`src/rtl/memory_arbiter_if.sv`:
```
// memory_arbiter_if -- bundles the core-side request/response signals and the
// RAM-side port of the memory arbiter.
//   slave  : arbiter view (takes core requests and RAM responses,
//            drives waits, load data and the RAM command)
//   master : environment view (fetch stage, load/store path, RAM model)
// Signals:
//   iREN/iaddr/iload/iwait              instruction fetch requester
//   dREN/dWEN/daddr/dstore/dload/dwait  data requester
//   halt                                core halted, blocks new fetch grants
//   ram_req/ram_wen/ram_addr/ram_wdata  RAM command
//   ram_rdata/ram_ack                   RAM response
//   bus_err                             sticky access-timeout flag
interface memory_arbiter_if;
  logic        iREN;
  logic [63:0] iaddr;
  logic [31:0] iload;
  logic        iwait;
  logic        dREN;
  logic        dWEN;
  logic [63:0] daddr;
  logic [63:0] dstore;
  logic [63:0] dload;
  logic        dwait;
  logic        halt;
  logic        ram_req;
  logic        ram_wen;
  logic [63:0] ram_addr;
  logic [63:0] ram_wdata;
  logic [63:0] ram_rdata;
  logic        ram_ack;
  logic        bus_err;

  modport slave (
    input  iREN, iaddr, dREN, dWEN, daddr, dstore, halt, ram_rdata, ram_ack,
    output iload, iwait, dload, dwait, ram_req, ram_wen, ram_addr, ram_wdata,
           bus_err
  );

  modport master (
    output iREN, iaddr, dREN, dWEN, daddr, dstore, halt, ram_rdata, ram_ack,
    input  iload, iwait, dload, dwait, ram_req, ram_wen, ram_addr, ram_wdata,
           bus_err
  );
endinterface

```
`src/rtl/memory_arbiter.sv`:
```
// memory_arbiter -- serialises instruction-fetch and data accesses onto the
// single 64-bit unified RAM port. Each access runs IDLE -> xGRANT -> xRESP;
// the requester's wait drops in the RESP cycle. The fetched 32-bit word is
// selected from the 64-bit beat by address bit 2.
// Ports:
//   CLK   rising-edge clock
//   nRST  asynchronous active-low reset
//   bus   memory_arbiter_if.slave (requesters + RAM port + bus_err)
// Parameters:
//   TIMEOUT  grant cycles to wait for ram_ack before aborting (0 = never)
// Build option:
//   MEMARB_RR_EN  alternate priority under contention (default: data first)
module memory_arbiter #(
  parameter int unsigned TIMEOUT = 64
) (
  input  logic              CLK,
  input  logic              nRST,
  memory_arbiter_if.slave   bus
);

  typedef enum logic [2:0] {IDLE, IGRANT, DGRANT, IRESP, DRESP} state_e;

  // Last grant cycle index before abort: the grant lasts TIMEOUT cycles.
  localparam logic [31:0] TLIM = (TIMEOUT == 0) ? 32'd0 : 32'(TIMEOUT - 1);

  state_e      state_q;
  logic        ram_req_q;
  logic        ram_wen_q;
  logic [63:0] ram_addr_q;
  logic [63:0] ram_wdata_q;
  logic [63:0] rdata_q;
  logic        isel_q;
  logic        bus_err_q;
  logic [31:0] tcnt_q;
`ifdef MEMARB_RR_EN
  logic        last_d_q;  // 1: data won the last grant
`endif

  logic d_pend;
  logic i_pend;
  logic pick_d;
  logic timed_out;

  assign d_pend    = bus.dREN | bus.dWEN;
  assign i_pend    = bus.iREN & ~bus.halt;
  assign timed_out = (TIMEOUT != 0) && (tcnt_q == TLIM);

`ifdef MEMARB_RR_EN
  // Under contention the requester that did not win last time goes first.
  assign pick_d = d_pend & (~i_pend | ~last_d_q);
`else
  assign pick_d = d_pend;
`endif

  always_ff @(posedge CLK or negedge nRST) begin
    if (!nRST) begin
      state_q     <= IDLE;
      ram_req_q   <= 1'b0;
      ram_wen_q   <= 1'b0;
      ram_addr_q  <= '0;
      ram_wdata_q <= '0;
      rdata_q     <= '0;
      isel_q      <= 1'b0;
      bus_err_q   <= 1'b0;
      tcnt_q      <= '0;
`ifdef MEMARB_RR_EN
      last_d_q    <= 1'b0;
`endif
    end else begin
      case (state_q)
        IDLE: begin
          tcnt_q <= '0;
          if (pick_d) begin
            state_q     <= DGRANT;
            ram_req_q   <= 1'b1;
            ram_wen_q   <= bus.dWEN;
            ram_addr_q  <= bus.daddr;
            ram_wdata_q <= bus.dstore;
`ifdef MEMARB_RR_EN
            last_d_q    <= 1'b1;
`endif
          end else if (i_pend) begin
            state_q    <= IGRANT;
            ram_req_q  <= 1'b1;
            ram_wen_q  <= 1'b0;
            ram_addr_q <= bus.iaddr;
            isel_q     <= bus.iaddr[2];
`ifdef MEMARB_RR_EN
            last_d_q   <= 1'b0;
`endif
          end
        end
        IGRANT, DGRANT: begin
          // A dropped request does not abort: the access still completes.
          if (bus.ram_ack) begin
            rdata_q   <= bus.ram_rdata;
            ram_req_q <= 1'b0;
            ram_wen_q <= 1'b0;
            state_q   <= (state_q == IGRANT) ? IRESP : DRESP;
          end else if (timed_out) begin
            rdata_q   <= '0;
            bus_err_q <= 1'b1;
            ram_req_q <= 1'b0;
            ram_wen_q <= 1'b0;
            state_q   <= (state_q == IGRANT) ? IRESP : DRESP;
          end else begin
            tcnt_q <= tcnt_q + 32'd1;
          end
        end
        IRESP, DRESP: state_q <= IDLE;
        default:      state_q <= IDLE;
      endcase
    end
  end

  assign bus.ram_req   = ram_req_q;
  assign bus.ram_wen   = ram_wen_q;
  assign bus.ram_addr  = ram_addr_q;
  assign bus.ram_wdata = ram_wdata_q;
  assign bus.iload     = isel_q ? rdata_q[63:32] : rdata_q[31:0];
  assign bus.dload     = rdata_q;
  assign bus.iwait     = bus.iREN & (state_q != IRESP);
  assign bus.dwait     = d_pend & (state_q != DRESP);
  assign bus.bus_err   = bus_err_q;

endmodule
```
`src/flat_wrapper.sv`:
```
// flat-port wrapper written by rule: the top's interface ports become plain ports
module memory_arbiter_flat 
#(
  parameter int unsigned TIMEOUT = 64
)
  (CLK, nRST, bus_iREN, bus_iaddr, bus_dREN, bus_dWEN, bus_daddr, bus_dstore, bus_halt, bus_ram_rdata, bus_ram_ack, bus_iload, bus_iwait, bus_dload, bus_dwait, bus_ram_req, bus_ram_wen, bus_ram_addr, bus_ram_wdata, bus_bus_err);
  memory_arbiter_if bus_i ();
  input  logic CLK;
  input  logic nRST;
  input wire logic [$bits(bus_i.iREN)-1:0] bus_iREN;
  input wire logic [$bits(bus_i.iaddr)-1:0] bus_iaddr;
  input wire logic [$bits(bus_i.dREN)-1:0] bus_dREN;
  input wire logic [$bits(bus_i.dWEN)-1:0] bus_dWEN;
  input wire logic [$bits(bus_i.daddr)-1:0] bus_daddr;
  input wire logic [$bits(bus_i.dstore)-1:0] bus_dstore;
  input wire logic [$bits(bus_i.halt)-1:0] bus_halt;
  input wire logic [$bits(bus_i.ram_rdata)-1:0] bus_ram_rdata;
  input wire logic [$bits(bus_i.ram_ack)-1:0] bus_ram_ack;
  output wire logic [$bits(bus_i.iload)-1:0] bus_iload;
  output wire logic [$bits(bus_i.iwait)-1:0] bus_iwait;
  output wire logic [$bits(bus_i.dload)-1:0] bus_dload;
  output wire logic [$bits(bus_i.dwait)-1:0] bus_dwait;
  output wire logic [$bits(bus_i.ram_req)-1:0] bus_ram_req;
  output wire logic [$bits(bus_i.ram_wen)-1:0] bus_ram_wen;
  output wire logic [$bits(bus_i.ram_addr)-1:0] bus_ram_addr;
  output wire logic [$bits(bus_i.ram_wdata)-1:0] bus_ram_wdata;
  output wire logic [$bits(bus_i.bus_err)-1:0] bus_bus_err;
  assign bus_i.iREN = bus_iREN;
  assign bus_i.iaddr = bus_iaddr;
  assign bus_i.dREN = bus_dREN;
  assign bus_i.dWEN = bus_dWEN;
  assign bus_i.daddr = bus_daddr;
  assign bus_i.dstore = bus_dstore;
  assign bus_i.halt = bus_halt;
  assign bus_i.ram_rdata = bus_ram_rdata;
  assign bus_i.ram_ack = bus_ram_ack;
  assign bus_iload = bus_i.iload;
  assign bus_iwait = bus_i.iwait;
  assign bus_dload = bus_i.dload;
  assign bus_dwait = bus_i.dwait;
  assign bus_ram_req = bus_i.ram_req;
  assign bus_ram_wen = bus_i.ram_wen;
  assign bus_ram_addr = bus_i.ram_addr;
  assign bus_ram_wdata = bus_i.ram_wdata;
  assign bus_bus_err = bus_i.bus_err;
  memory_arbiter #(.TIMEOUT(TIMEOUT)) u_core (.CLK(CLK), .nRST(nRST), .bus(bus_i));
endmodule
```
`config.mk`:
```
export PLATFORM = sky130hd
export DESIGN_NAME = memory_arbiter_flat
export DESIGN_NICKNAME = d
export VERILOG_FILES = /design/src/rtl/memory_arbiter_if.sv /design/src/rtl/memory_arbiter.sv /design/src/flat_wrapper.sv
export SDC_FILE = /design/constraint.sdc
export NUM_CORES = 1
export LEC_CHECK = 0
export ABC_AREA = 1
export ABC_CLOCK_PERIOD_IN_PS = 2120
export CORE_AREA = 2 2 194 196
export CTS_BUF_LIST = sky130_fd_sc_hd__clkbuf_8
export CTS_CLUSTER_SIZE = 14
export DETAILED_ROUTE_END_ITERATION = 10
export DIE_AREA = 0 0 196 198
export HOLD_SLACK_MARGIN = 0.06
export SLEW_MARGIN = 10
export SYNTH_ARGS = -nofsm -noshare
export SYNTH_HDL_FRONTEND = slang
export SYNTH_SLANG_ARGS = --single-unit
```
`constraint.sdc`:
```
create_clock -name CLK -period 2.12 [get_ports CLK]
set_input_delay 0.53 -clock CLK [delete_from_list [all_inputs] [get_ports CLK]]
set_output_delay 0.53 -clock CLK [all_outputs]
set_load 0.05 [all_outputs]
```
==> metrics.cfg <==
[run_status]
status = finished, violations left
violations = negative setup slack

[place]
pre_cts_slack_ps = -160
io_buffers = 491
placed_area_sq_um = 16700
hpwl_microns = 30900
finalWeightedCongestion = 0.851

[clocking]
cts_tree = built
numCtsBuffers = 43
clkTransAtPathRegs_ps = 60
cts_root_buffer = clkbuf_8
htreeDepth = 2
cts.sinks = 231
cts_setup_buffers = 0
clk_latency_ps = 570
clockBufferDepth = 3

[critical_path]
crit_chain = buf_12 -> o21ai_0 -> buf_4 -> buf_12
path_common_cell = buf_12
r2r_setup_slack_ps = 170
cp.required_ps = 1590
cp_slowest_cell = dfrtp_2
critPathMaxStageDelay_ps = 420
crit_cells = 4
cp-endpoint = bus_iload[24]
timing.rr.start = u_core.tcnt_q[0]$_DFFE_PN0P_
rr_worst_depth = 10
startpoint_type = register
arrival_ps = 1730
cp_max_fo = 64
critPathBufInv = 3
cp_top_family = buffers and inverters
reg2reg_to = u_core.state_q[0]$_DFFE_PN0P_
cp-startpoint = u_core.isel_q$_DFFE_PN0P_
cp-end-kind = output port
crit_type = reg2out

[synthesis]
syn_area_per_cell_sq_um = 8.59
synth_edf_count = 0
yosys.area.top_type_share = 0.531
synth.most_common_cell = nand2_1
netlist_top_cells_count = nand2_1 (371), dfrtp_1 (231), nor2_1 (189)
synth_ff_type = dfrtp_1
synth_top_area_cell = dfrtp_1
synth_nets = 1531
seq_area_frac_synth = 0.531
synth-seq-cells = 231
asyncSetResetFlopFracSynth = 1.00
yosysWarnings = 0
synth_area_leaders = dfrtp_1 (53%), nand2_1 (13%), mux2_2 (6.6%), nor2_1 (6.5%), o31ai_1 (4.3%)
synth_cell_types = 32
synth.cell_area_sq_um = 10900
syn_inst = 1267

[floorplanning]
coreArea_sq_um = 37000
die_h_microns = 198
initial_core_util = 0.295
core.rowCount = 71
io_pins = 492
chipWidth_microns = 196
die_area_sq_um = 38800

[finish]
syn_to_final_growth_pct = 60.0
design_area_sq_um = 17400
nets = 2040
antennaDiodeCount = 0
drive_above_1_share = 0.166

[global_route]
grt_max_degree = 65
grt_pass1_wl_microns = 60900
grt_pass1_vias = 10476
track_usage = 0.202
antenna_found_initial = 0
overflow = 0

[hold_path]
whs_path_depth = 4
hp-class = in2reg

[detailed_routing]
drtPass1Iterations = 6
drt_first_iter_violations = 446
vias_per_cell = 4.66
postRouteAntennaNets = 0
vias = 10614
drc = 0
wirelength_microns = 40100
wl_per_cell_microns = 17.6

[timing]
finalClockSkew_ps = 25.4
rsz0062_at_grt = yes
hold_ws_ps = 438
tns_ps = -2650
setup_viol_count_final = 32
relSlewSlack = 0.637
final-hold-violation-count = 0
worst_pin_slew_ps = 547
max_freq_ghz = 0.442
period_share = 1.07
timing.final.ws_setup_ps = -143
period_needed_ps = 2260
slew_violations = 0

[power_and_ir_drop]
powerDensity_nw_per_um2 = 1800
p_leak_nw = 8.27
peakVddDrop_mv = 0.826
finalPower_mw = 31.4

[run]
cap_violations = 0

worst min-delay path, stage by stage:
cell	delay (ps)
dlymetal6s2s_1	170
nor2_4	90
nor2_1	80
o31ai_1	80
cell type report:
cell class,instances,area (sq um)
repair buffers,528,5410
multi-input cells,890,4480
flip-flops and latches,231,5780
clock inverters,18,108
clock buffers,54,743
inverters,82,308
well taps,474,593
fillers,3659,19500
cells in the final DEF, fill, tap and decap left out, drive strengths merged:
cell,instances
buf,145
nor3,5
o31ai,63
a31oi,1
dlygate4sd3,1
dlygate4sd2,120
ha,1
clkdlybuf4s50,260
o21ai,70
a21o,1
or2,3
inv,94
clkinvlp,3
nand2,375
nand3b,5
a21oi,3
nor2,196
dfrtp,231
clkdlybuf4s15,1
dlymetal6s2s,1
clkinv,2
nand3,86
nand4,9
xor2,4
o21bai,4
bufinv,1
clkbuf,54
mux2,64
power breakdown:
group	internal [mW]	total, mW	switching (mW)
sequential	6.38	7.61	1.23
clock	2.39	4.31	1.92
combinational	6.42	19.5	13.1
flip-flops by register name, indices dropped and copies added, names as in the netlist, 3 cells and up:
register              flops
u_core.bus.dload         64
u_core.bus.ram_addr      64
u_core.bus.ram_wdata     64
u_core.tcnt_q            32
u_core.state_q            3
stage by stage:
| step | utilization | std cells |
|---|---|---|
| 2_1_floorplan | - | 1267 |
| 3_3_place_gp | 0.452 | 2204 |
| 3_5_place_dp | 0.452 | 2204 |
| 4_1_cts | 0.471 | 2277 |
| 5_1_grt | 0.471 | 2277 |
| 6_report | 0.471 | 2277 |
metal layers:
metal | GRT usage | part of all wire
met1 | 0.243 | 0.40
met2 | 0.350 | 0.49
met3 | 0.0589 | 0.082
met4 | 0.0581 | 0.021
met5 | 0 | 0
cells by family after synthesis:
kind of cell               after synthesis  synth area share
AOI/OAI and AO/OA                      142            0.0810
buffers and inverters                  146            0.0610
and+or+nand+nor                        679             0.257
muxes                                   64            0.0662
xor gates and xnor gates                 4           0.00322
DFF                                    231             0.531
adders and majority gates                1           0.00115
how the worst min path moves through the flow:
| stage | endpoint | startpoint | slack (ps) |
|---|---|---|---|
| 2_1_floorplan | u_core.bus.bus_err$_DFFE_PN0P_ | nRST | 230 |
| 3_3_place_gp | u_core.bus.ram_addr[54]$_DFFE_PN0P_ | u_core.bus.ram_addr[54]$_DFFE_PN0P_ | 460 |
| 3_5_place_dp | u_core.bus.ram_addr[45]$_DFFE_PN0P_ | u_core.bus.ram_addr[45]$_DFFE_PN0P_ | 470 |
| 4_1_cts | u_core.bus.ram_addr[13]$_DFFE_PN0P_ | nRST | 440 |
| 5_1_grt | u_core.bus.ram_addr[6]$_DFFE_PN0P_ | bus_dWEN | 440 |
| 6_report | u_core.bus.ram_addr[6]$_DFFE_PN0P_ | bus_dWEN | 440 |
repair_timing:
action | 4_1_cts | 5_1_grt
hold buffers | 1 | 0
endpoints found under the setup margin | 153 | 35
endpoints found under the hold margin | 39 | 0
gates resized for setup | 136 | 10
Power figures use the tool's default switching activity.
